<file path="config.mk">
export PLATFORM = sky130hd
export DESIGN_NAME = seg_char_scanner
export DESIGN_NICKNAME = d
export VERILOG_FILES = /design/src/rtl/seg_pkg.sv /design/src/rtl/seg_refresh_timer.sv /design/src/rtl/seg_char_scanner.sv
export SDC_FILE = /design/constraint.sdc
export NUM_CORES = 1
export LEC_CHECK = 0
export ABC_CLOCK_PERIOD_IN_PS = 3000
export BUFFER_PORTS_ARGS = -buffer_cell sky130_fd_sc_hd__buf_2
export CAP_MARGIN = 10
export CORE_MARGIN = 2
export CORE_UTILIZATION = 57
export DETAILED_ROUTE_END_ITERATION = 8
export PLACE_DENSITY = 0.85
export SETUP_SLACK_MARGIN = 0.4
export SLEW_MARGIN = 40
export SYNTH_ARGS = -nofsm -noshare
export SYNTH_HDL_FRONTEND = slang
export SYNTH_SLANG_ARGS = --single-unit
</file>
<file path="constraint.sdc">
create_clock -name clk -period 3 [get_ports clk]
set_input_delay 0.6 -clock clk [delete_from_list [all_inputs] [get_ports clk]]
set_output_delay 0.6 -clock clk [all_outputs]
set_load 0.01 [all_outputs]
</file>
<file path="src/rtl/seg_pkg.sv">
// Shared types, glyph table and helpers for the seven-segment character scanner.
// Cathode constants are active-low {CA,CB,CC,CD,CE,CF,CG,DP} with the DP bit off.
package seg_pkg;

  localparam logic [3:0] CODE_BLANK = 4'hF;
  localparam int         CODE_MAX_W = 16;

  localparam logic [7:0] CATH_G   = 8'h09;
  localparam logic [7:0] CATH_L   = 8'hE3;
  localparam logic [7:0] CATH_I   = 8'hF7;
  localparam logic [7:0] CATH_D   = 8'h85;
  localparam logic [7:0] CATH_E   = 8'h61;
  localparam logic [7:0] CATH_R   = 8'hF5;
  localparam logic [7:0] CATH_B   = 8'hC1;
  localparam logic [7:0] CATH_A   = 8'h11;
  localparam logic [7:0] CATH_N   = 8'hD5;
  localparam logic [7:0] CATH_K   = 8'h51;
  localparam logic [7:0] CATH_O   = 8'hC5;
  localparam logic [7:0] CATH_C   = 8'hE5;
  localparam logic [7:0] CATH_OFF = 8'hFF;

  typedef enum logic {
    UPD_IDLE    = 1'b0,
    UPD_PENDING = 1'b1
  } upd_state_e;

  function automatic int clog2_min1(input int n);
    return (n > 1) ? $clog2(n) : 1;
  endfunction

  // Callers zero-extend the character code, so any set upper bit lands in default.
  function automatic logic [6:0] seg_decode(input logic [CODE_MAX_W-1:0] code);
    logic [7:0] cath;
    case (code)
      16'd0:   cath = CATH_G;
      16'd1:   cath = CATH_L;
      16'd2:   cath = CATH_I;
      16'd3:   cath = CATH_D;
      16'd4:   cath = CATH_E;
      16'd5:   cath = CATH_R;
      16'd6:   cath = CATH_B;
      16'd7:   cath = CATH_A;
      16'd8:   cath = CATH_N;
      16'd9:   cath = CATH_K;
      16'd10:  cath = CATH_O;
      16'd11:  cath = CATH_C;
      default: cath = CATH_OFF;
    endcase
    return cath[7:1];
  endfunction

endpackage

</file>
<file path="src/rtl/seg_refresh_timer.sv">
// Digit-slot timer: tick counts 0..DIGIT_TICKS-1 inside a slot, idx selects the digit,
// frame_end marks the last tick of the last digit.
module seg_refresh_timer
  import seg_pkg::*;
#(
  parameter  int CLK_HZ      = 100_000_000,
  parameter  int DIGIT_HZ    = 8_000,
  parameter  int NUM_DIGITS  = 8,
  localparam int DIGIT_TICKS = CLK_HZ / DIGIT_HZ,
  localparam int TICK_W      = clog2_min1(DIGIT_TICKS),
  localparam int IDX_W       = clog2_min1(NUM_DIGITS)
) (
  input  logic              clk,
  input  logic              rst_n,
  output logic [TICK_W-1:0] tick_o,
  output logic [IDX_W-1:0]  idx_o,
  output logic              frame_end_o
);

  logic [TICK_W-1:0] tick_q, tick_d;
  logic [IDX_W-1:0]  idx_q, idx_d;
  logic              tick_tc;
  logic              idx_last;

  assign tick_tc  = (tick_q == TICK_W'(DIGIT_TICKS - 1));
  assign idx_last = (idx_q == IDX_W'(NUM_DIGITS - 1));

  always_comb begin
    tick_d = tick_tc ? '0 : tick_q + TICK_W'(1);
    idx_d  = idx_q;
    if (tick_tc) begin
      idx_d = idx_last ? '0 : idx_q + IDX_W'(1);
    end
  end

  always_ff @(posedge clk or negedge rst_n) begin
    if (!rst_n) begin
      tick_q <= '0;
      idx_q  <= '0;
    end else begin
      tick_q <= tick_d;
      idx_q  <= idx_d;
    end
  end

  assign tick_o      = tick_q;
  assign idx_o       = idx_q;
  assign frame_end_o = tick_tc && idx_last;

endmodule

</file>
<file path="src/rtl/seg_char_scanner.sv">
// Multiplexed common-anode 7-segment driver with dead-time and frame-synchronous updates.
// Optional message scrolling is enabled by defining SEG_SCROLL_EN.
module seg_char_scanner
  import seg_pkg::*;
#(
  parameter int NUM_DIGITS    = 8,
  parameter int CHAR_W        = 4,
  parameter int CLK_HZ        = 100_000_000,
  parameter int DIGIT_HZ      = 8_000,
  parameter int DEAD_TICKS    = 64,
  parameter int MSG_LEN       = 16,
  parameter int SCROLL_FRAMES = 250
) (
  input  logic                         clk,
  input  logic                         rst_n,
`ifdef SEG_SCROLL_EN
  input  logic [MSG_LEN*CHAR_W-1:0]    chars_i,
`else
  input  logic [NUM_DIGITS*CHAR_W-1:0] chars_i,
`endif
  input  logic [NUM_DIGITS-1:0]        dp_i,
  input  logic                         blank_i,
  input  logic                         upd_req_i,
  output logic                         upd_busy_o,
  output logic                         upd_ack_o,
  output logic [NUM_DIGITS-1:0]        anode_o,
  output logic [7:0]                   cathode_o
);

  localparam int DIGIT_TICKS = CLK_HZ / DIGIT_HZ;
  localparam int TICK_W      = clog2_min1(DIGIT_TICKS);
  localparam int IDX_W       = clog2_min1(NUM_DIGITS);
`ifdef SEG_SCROLL_EN
  localparam int NUM_CHARS   = MSG_LEN;
`else
  localparam int NUM_CHARS   = NUM_DIGITS;
`endif
  localparam int BUF_W = NUM_CHARS * CHAR_W;
  localparam logic [BUF_W-1:0] BUF_BLANK = {NUM_CHARS{CHAR_W'(CODE_BLANK)}};

  if (DIGIT_TICKS < 2 || DEAD_TICKS >= DIGIT_TICKS || DEAD_TICKS < 0 ||
      CHAR_W < 4 || CHAR_W > CODE_MAX_W || NUM_DIGITS < 1 ||
      MSG_LEN < 1 || SCROLL_FRAMES < 1) begin : g_bad_params
    $error("seg_char_scanner: invalid parameter set");
  end

  logic [TICK_W-1:0] tick;
  logic [IDX_W-1:0]  idx;
  logic              frame_end;

  seg_refresh_timer #(
    .CLK_HZ     (CLK_HZ),
    .DIGIT_HZ   (DIGIT_HZ),
    .NUM_DIGITS (NUM_DIGITS)
  ) u_timer (
    .clk         (clk),
    .rst_n       (rst_n),
    .tick_o      (tick),
    .idx_o       (idx),
    .frame_end_o (frame_end)
  );

  // Update handshake: a request is accepted only in a cycle where upd_busy_o is low
  // (upd_req_i && !upd_busy_o). Once accepted, upd_busy_o stays high until the staged
  // characters are copied to the display at a frame boundary, which is signalled by a
  // single-cycle upd_ack_o. Requests seen while busy are dropped, staging untouched.
  upd_state_e upd_state_q, upd_state_d;
  logic       capture;
  logic       commit;

  assign capture = upd_req_i && (upd_state_q == UPD_IDLE);
  assign commit  = frame_end && (upd_state_q == UPD_PENDING);

  always_ff @(posedge clk or negedge rst_n) begin
    if (!rst_n) upd_state_q <= UPD_IDLE;
    else        upd_state_q <= upd_state_d;
  end

  always_comb begin
    upd_state_d = upd_state_q;
    case (upd_state_q)
      UPD_IDLE:    if (capture) upd_state_d = UPD_PENDING;
      UPD_PENDING: if (commit)  upd_state_d = UPD_IDLE;
      default:     upd_state_d = UPD_IDLE;
    endcase
  end

  always_comb begin
    upd_busy_o = (upd_state_q == UPD_PENDING);
  end

  logic [BUF_W-1:0] stage_q, stage_d;
  logic [BUF_W-1:0] disp_q, disp_d;
  logic             ack_q, ack_d;

  always_comb begin
    stage_d = stage_q;
    disp_d  = disp_q;
    ack_d   = 1'b0;
    if (capture) stage_d = chars_i;
    if (commit) begin
      disp_d = stage_q;
      ack_d  = 1'b1;
    end
  end

`ifdef SEG_SCROLL_EN
  localparam int OFF_W = clog2_min1(MSG_LEN);
  localparam int FRM_W = clog2_min1(SCROLL_FRAMES);

  logic [OFF_W-1:0] offset_q, offset_d;
  logic [FRM_W-1:0] frame_cnt_q, frame_cnt_d;

  always_comb begin
    offset_d    = offset_q;
    frame_cnt_d = frame_cnt_q;
    if (frame_end) begin
      if (frame_cnt_q == FRM_W'(SCROLL_FRAMES - 1)) begin
        frame_cnt_d = '0;
        offset_d    = (offset_q == OFF_W'(MSG_LEN - 1)) ? '0 : offset_q + OFF_W'(1);
      end else begin
        frame_cnt_d = frame_cnt_q + FRM_W'(1);
      end
    end
    // A fresh message always starts from its first character.
    if (commit) offset_d = '0;
  end

  always_ff @(posedge clk or negedge rst_n) begin
    if (!rst_n) begin
      offset_q    <= '0;
      frame_cnt_q <= '0;
    end else begin
      offset_q    <= offset_d;
      frame_cnt_q <= frame_cnt_d;
    end
  end
`endif

  int                    char_pos;
  logic [CHAR_W-1:0]     cur_char;
  logic [CODE_MAX_W-1:0] code_ext;

  always_comb begin
    char_pos = int'(idx);
`ifdef SEG_SCROLL_EN
    char_pos = char_pos + int'(offset_q);
    if (char_pos >= NUM_CHARS) char_pos = char_pos - NUM_CHARS;
`endif
    cur_char = CHAR_W'(CODE_BLANK);
    for (int k = 0; k < NUM_CHARS; k++) begin
      if (char_pos == k) cur_char = disp_q[k*CHAR_W +: CHAR_W];
    end
    code_ext                = '0;
    code_ext[CHAR_W-1:0]    = cur_char;
  end

  logic [NUM_DIGITS-1:0] anode_q, anode_d;
  logic [7:0]            cathode_q, cathode_d;

  always_comb begin
    anode_d = '1;
    if (!blank_i && (tick >= TICK_W'(DEAD_TICKS))) begin
      anode_d = ~(NUM_DIGITS'(1) << idx);
    end
    cathode_d = {seg_decode(code_ext), ~dp_i[idx]};
  end

  always_ff @(posedge clk or negedge rst_n) begin
    if (!rst_n) begin
      stage_q   <= BUF_BLANK;
      disp_q    <= BUF_BLANK;
      ack_q     <= 1'b0;
      anode_q   <= '1;
      cathode_q <= CATH_OFF;
    end else begin
      stage_q   <= stage_d;
      disp_q    <= disp_d;
      ack_q     <= ack_d;
      anode_q   <= anode_d;
      cathode_q <= cathode_d;
    end
  end

  assign upd_ack_o = ack_q;
  assign anode_o   = anode_q;
  assign cathode_o = cathode_q;

endmodule

</file>
==> flow_metrics.py <==
metrics = {
    "outcome": {
        "status": "complete, no violations",
    },
    "run": {
        "maxCapViolations": 0,
    },
    "cells_and_area": {
        "diodes": 0,
        "multiInputGateArea_um2": 1774,
        "final_common_cell": "dfstp_2",
        "seq_area_um2": 2580,
        "area_delta_synth_final_pct": 14.23,
        "drive_above_1_share_pct": 51.17,
        "most-common-layout-cells": "dfstp_2 (80), buf_2 (60), mux2_2 (39), nor2_1 (31), nand2_1 (25)",
        "final.fill_count": 570,
        "post-route-util_pct": 66.65,
        "fin_nets": 477,
        "fin_cells": 530,
    },
    "pwr": {
        "internal_power_w": 0.001843,
        "clkPwrFrac_pct": 34.3,
        "p_seq_share_pct": 61.2,
        "powerDensity_nw_per_um2": 464.9,
        "combPwrFrac_pct": 4.5,
        "switching_share_pct": 22.61,
        "p_sw_w": 0.0005385,
        "irDropWorstVdd_v": 0.0002798,
        "p_leak_nw": 2.219,
    },
    "synth": {
        "seq_area_frac_synth_pct": 57.46,
        "ys.flop_type": "dfstp_2",
        "synth-async-reset-ratio_pct": 100.0,
        "synth_area_leaders": "dfstp_2 (47%), dfrtp_1 (11%), mux2_2 (9.8%), mux2_1 (6.0%), ha_1 (2.8%)",
        "yosysTopAreaCell": "dfstp_2",
        "synth_cell_types": 44,
        "syn-num-nets": 410,
        "synth_edf_count": 0,
        "ys_ff_latch": 99,
        "synth.avg_cell_area_um2": 12.60,
        "syn_inst": 356,
        "syn_area_um2": 4486,
        "ys_warn_count": 0,
        "synth_top_cell_area_share_pct": 46.86,
    },
    "placement": {
        "place_congestion": 0.9288,
        "dp_hpwl_mm": 5.881,
        "place_inst": 511,
        "io_buffers": 61,
        "place_ws_ns": 0.4002,
    },
    "global_routing": {
        "grt_max_degree": 55,
        "grt.overflow.total": 0,
        "grt_use_total_pct": 20.81,
        "grt_pass1_wl_mm": 13.81,
        "first_global_vias": 2847,
        "antenna_found_initial": 0,
    },
    "timing": {
        "setup_total_negative_slack_ns": 0,
        "min_period_ns": 2.446,
        "fin_crit_sh_pct": 81.55,
        "skew_ns": 0.009092,
        "fmax_mhz": 408.8,
        "setup_viol": 0,
        "hold_slack_ns": 0.2656,
        "tightest_slew_ns": 0.6908,
        "setup_ws_ns": 0.5536,
        "rsz0062_at_grt": "true",
        "drv_slew": 0,
        "finalHoldViolations": 0,
        "slew_headroom_pct": 53.52,
    },
    "die": {
        "die_w_um": 92.71,
        "rows": 32,
        "ios": 62,
        "dieArea_um2": 8595,
        "fp.dieH_um": 92.71,
        "core_area_um2": 7687,
        "start_util_pct": 58.35,
    },
    "routing": {
        "dr.first_iter.drc_count": 266,
        "final_antenna_net_count": 0,
        "routed_wl_mm": 8.175,
        "drt-vias-per-instance": 5.438,
        "routedWlPerCell_um": 15.42,
        "remaining_drc_errors": 0,
        "first_pass_iters": 5,
        "vias": 2882,
    },
    "worst_setup_path": {
        "start_kind": "flop",
        "cp-end-kind": "flop",
        "critPathMaxFanout": 12,
        "required_ns": 3.29,
        "cp.arrival_ns": 2.74,
        "critical_path_class": "flop to flop",
    },
    "clocking": {
        "cts_tree": "built",
        "cts_buffers": 9,
        "htree_num_levels": 3,
        "cts_buffer_depth": 2,
        "cts_sinks": 99,
        "clock_latency_ns": 0.36,
        "clock-root-buffer": "clkbuf_8",
        "path_clk_slew_ns": 0.10,
        "cts_hold_buf": 0,
    },
    "hold_path": {
        "holdCritPathClass": "input port to asynchronous set/reset pin",
    },
}
==> flip-flops by register name, summed over array words and instances (netlist names) <==
name,count
stage_q,32
u_timer.idx_o,3
disp_q,32
u_timer.tick_o,14
upd_busy_o,1
anode_o,8
upd_ack_o,1
cathode_o,8
==> worst paths after layout <==
kind	start	end	slack, ns	cells past startpoint
hold reg to reg	stage_q[5]	disp_q[5]	0.51	2
setup / recovery	u_timer.idx_o[1]	cathode_o[2]	0.55	9
hold / removal	rst_n	upd_ack_o	0.27	1
max in group asynchronous	rst_n	cathode_o[4]	1.92	2
min in group clk	chars_i[1]	stage_q[1]	0.46	2
setup reg to reg	u_timer.idx_o[1]	cathode_o[2]	0.55	9
==> kinds of logic (layout without fill, tap and decap cells) <==
family	after synthesis	in the layout	synth area share, %
flip-flops	99	99	57.46
AND/OR/NAND/NOR	99	99	10.77
multiplexers	68	68	17.49
AO/OA/AOI/OAI	39	39	5.719
buffers and inverters	28	100	3.236
XOR/XNOR	13	13	2.538
adder cells (fa/ha/maj)	10	10	2.789
==> Yosys cell counts (8+ instances only) <==
cell and number:
a21oi_1 12, mux2_2 39, dfrtp_1 19, nor2_1 31, inv_1 11, nand3_1 15
nand2_1 25, mux2_1 24, ha_1 10, nor2b_1 8, dfstp_2 80
==> power by group through the flow <==
stage                     clock network [W]  logic (W)  registers (W)
after global routing               0.000893   0.000122        0.00146
after detailed placement                  0   0.000111        0.00148
after floorplan                           0  0.0000487        0.00146
final                              0.000817   0.000108        0.00146
after CTS                          0.000837   0.000111        0.00146
after global placement                    0   0.000105        0.00147
==> repair_timing <==
| item | in CTS | in global routing |
|---|---|---|
| pin swaps | 0 | 1 |
| endpoints found under the hold margin | 0 | 0 |
| gates resized for setup | 1 | 4 |
| setup endpoints to repair | 2 | 6 |
| gates cloned | 0 | 0 |
| buffers inserted | 0 | 3 |
==> worst max-delay path: stages, from the launching register on <==
cell and delay [ns]:
dfrtp_1 0.45, inv_1 0.13, ha_2 0.32, buf_4 0.20, nor2_1 0.05, a221oi_1 0.32
o22ai_1 0.20, a21oi_2 0.31, nand2_1 0.13, mux2_2 0.28
==> metrics by stage <==
step / area [um^2] / total power, W
after CTS: 5094 / 0.002405
after floorplan: 4486 / 0.001512
after global routing: 5124 / 0.002479
final: 5124 / 0.002382
after global placement: 4896 / 0.001579
after detailed placement: 4896 / 0.001588
==> area by class of cell <==
type                    count  share of cell area [%]
flip-flops and latches     99                   50.35
multi-input cells         229                   34.63
repair buffers             72                   7.863
clock buffers              10                   2.906
well taps                 102                   2.491
clock inverters             6                  0.8791
inverters                  12                  0.8791
==> per-layer routing <==
metal	track usage, %	share of wire, %
met1	29.27	48
met5	0	0
met2	31.81	46
met3	5.696	5.3
met4	6.618	0.89
No activity file was read; power rests on OpenSTA's default activity.
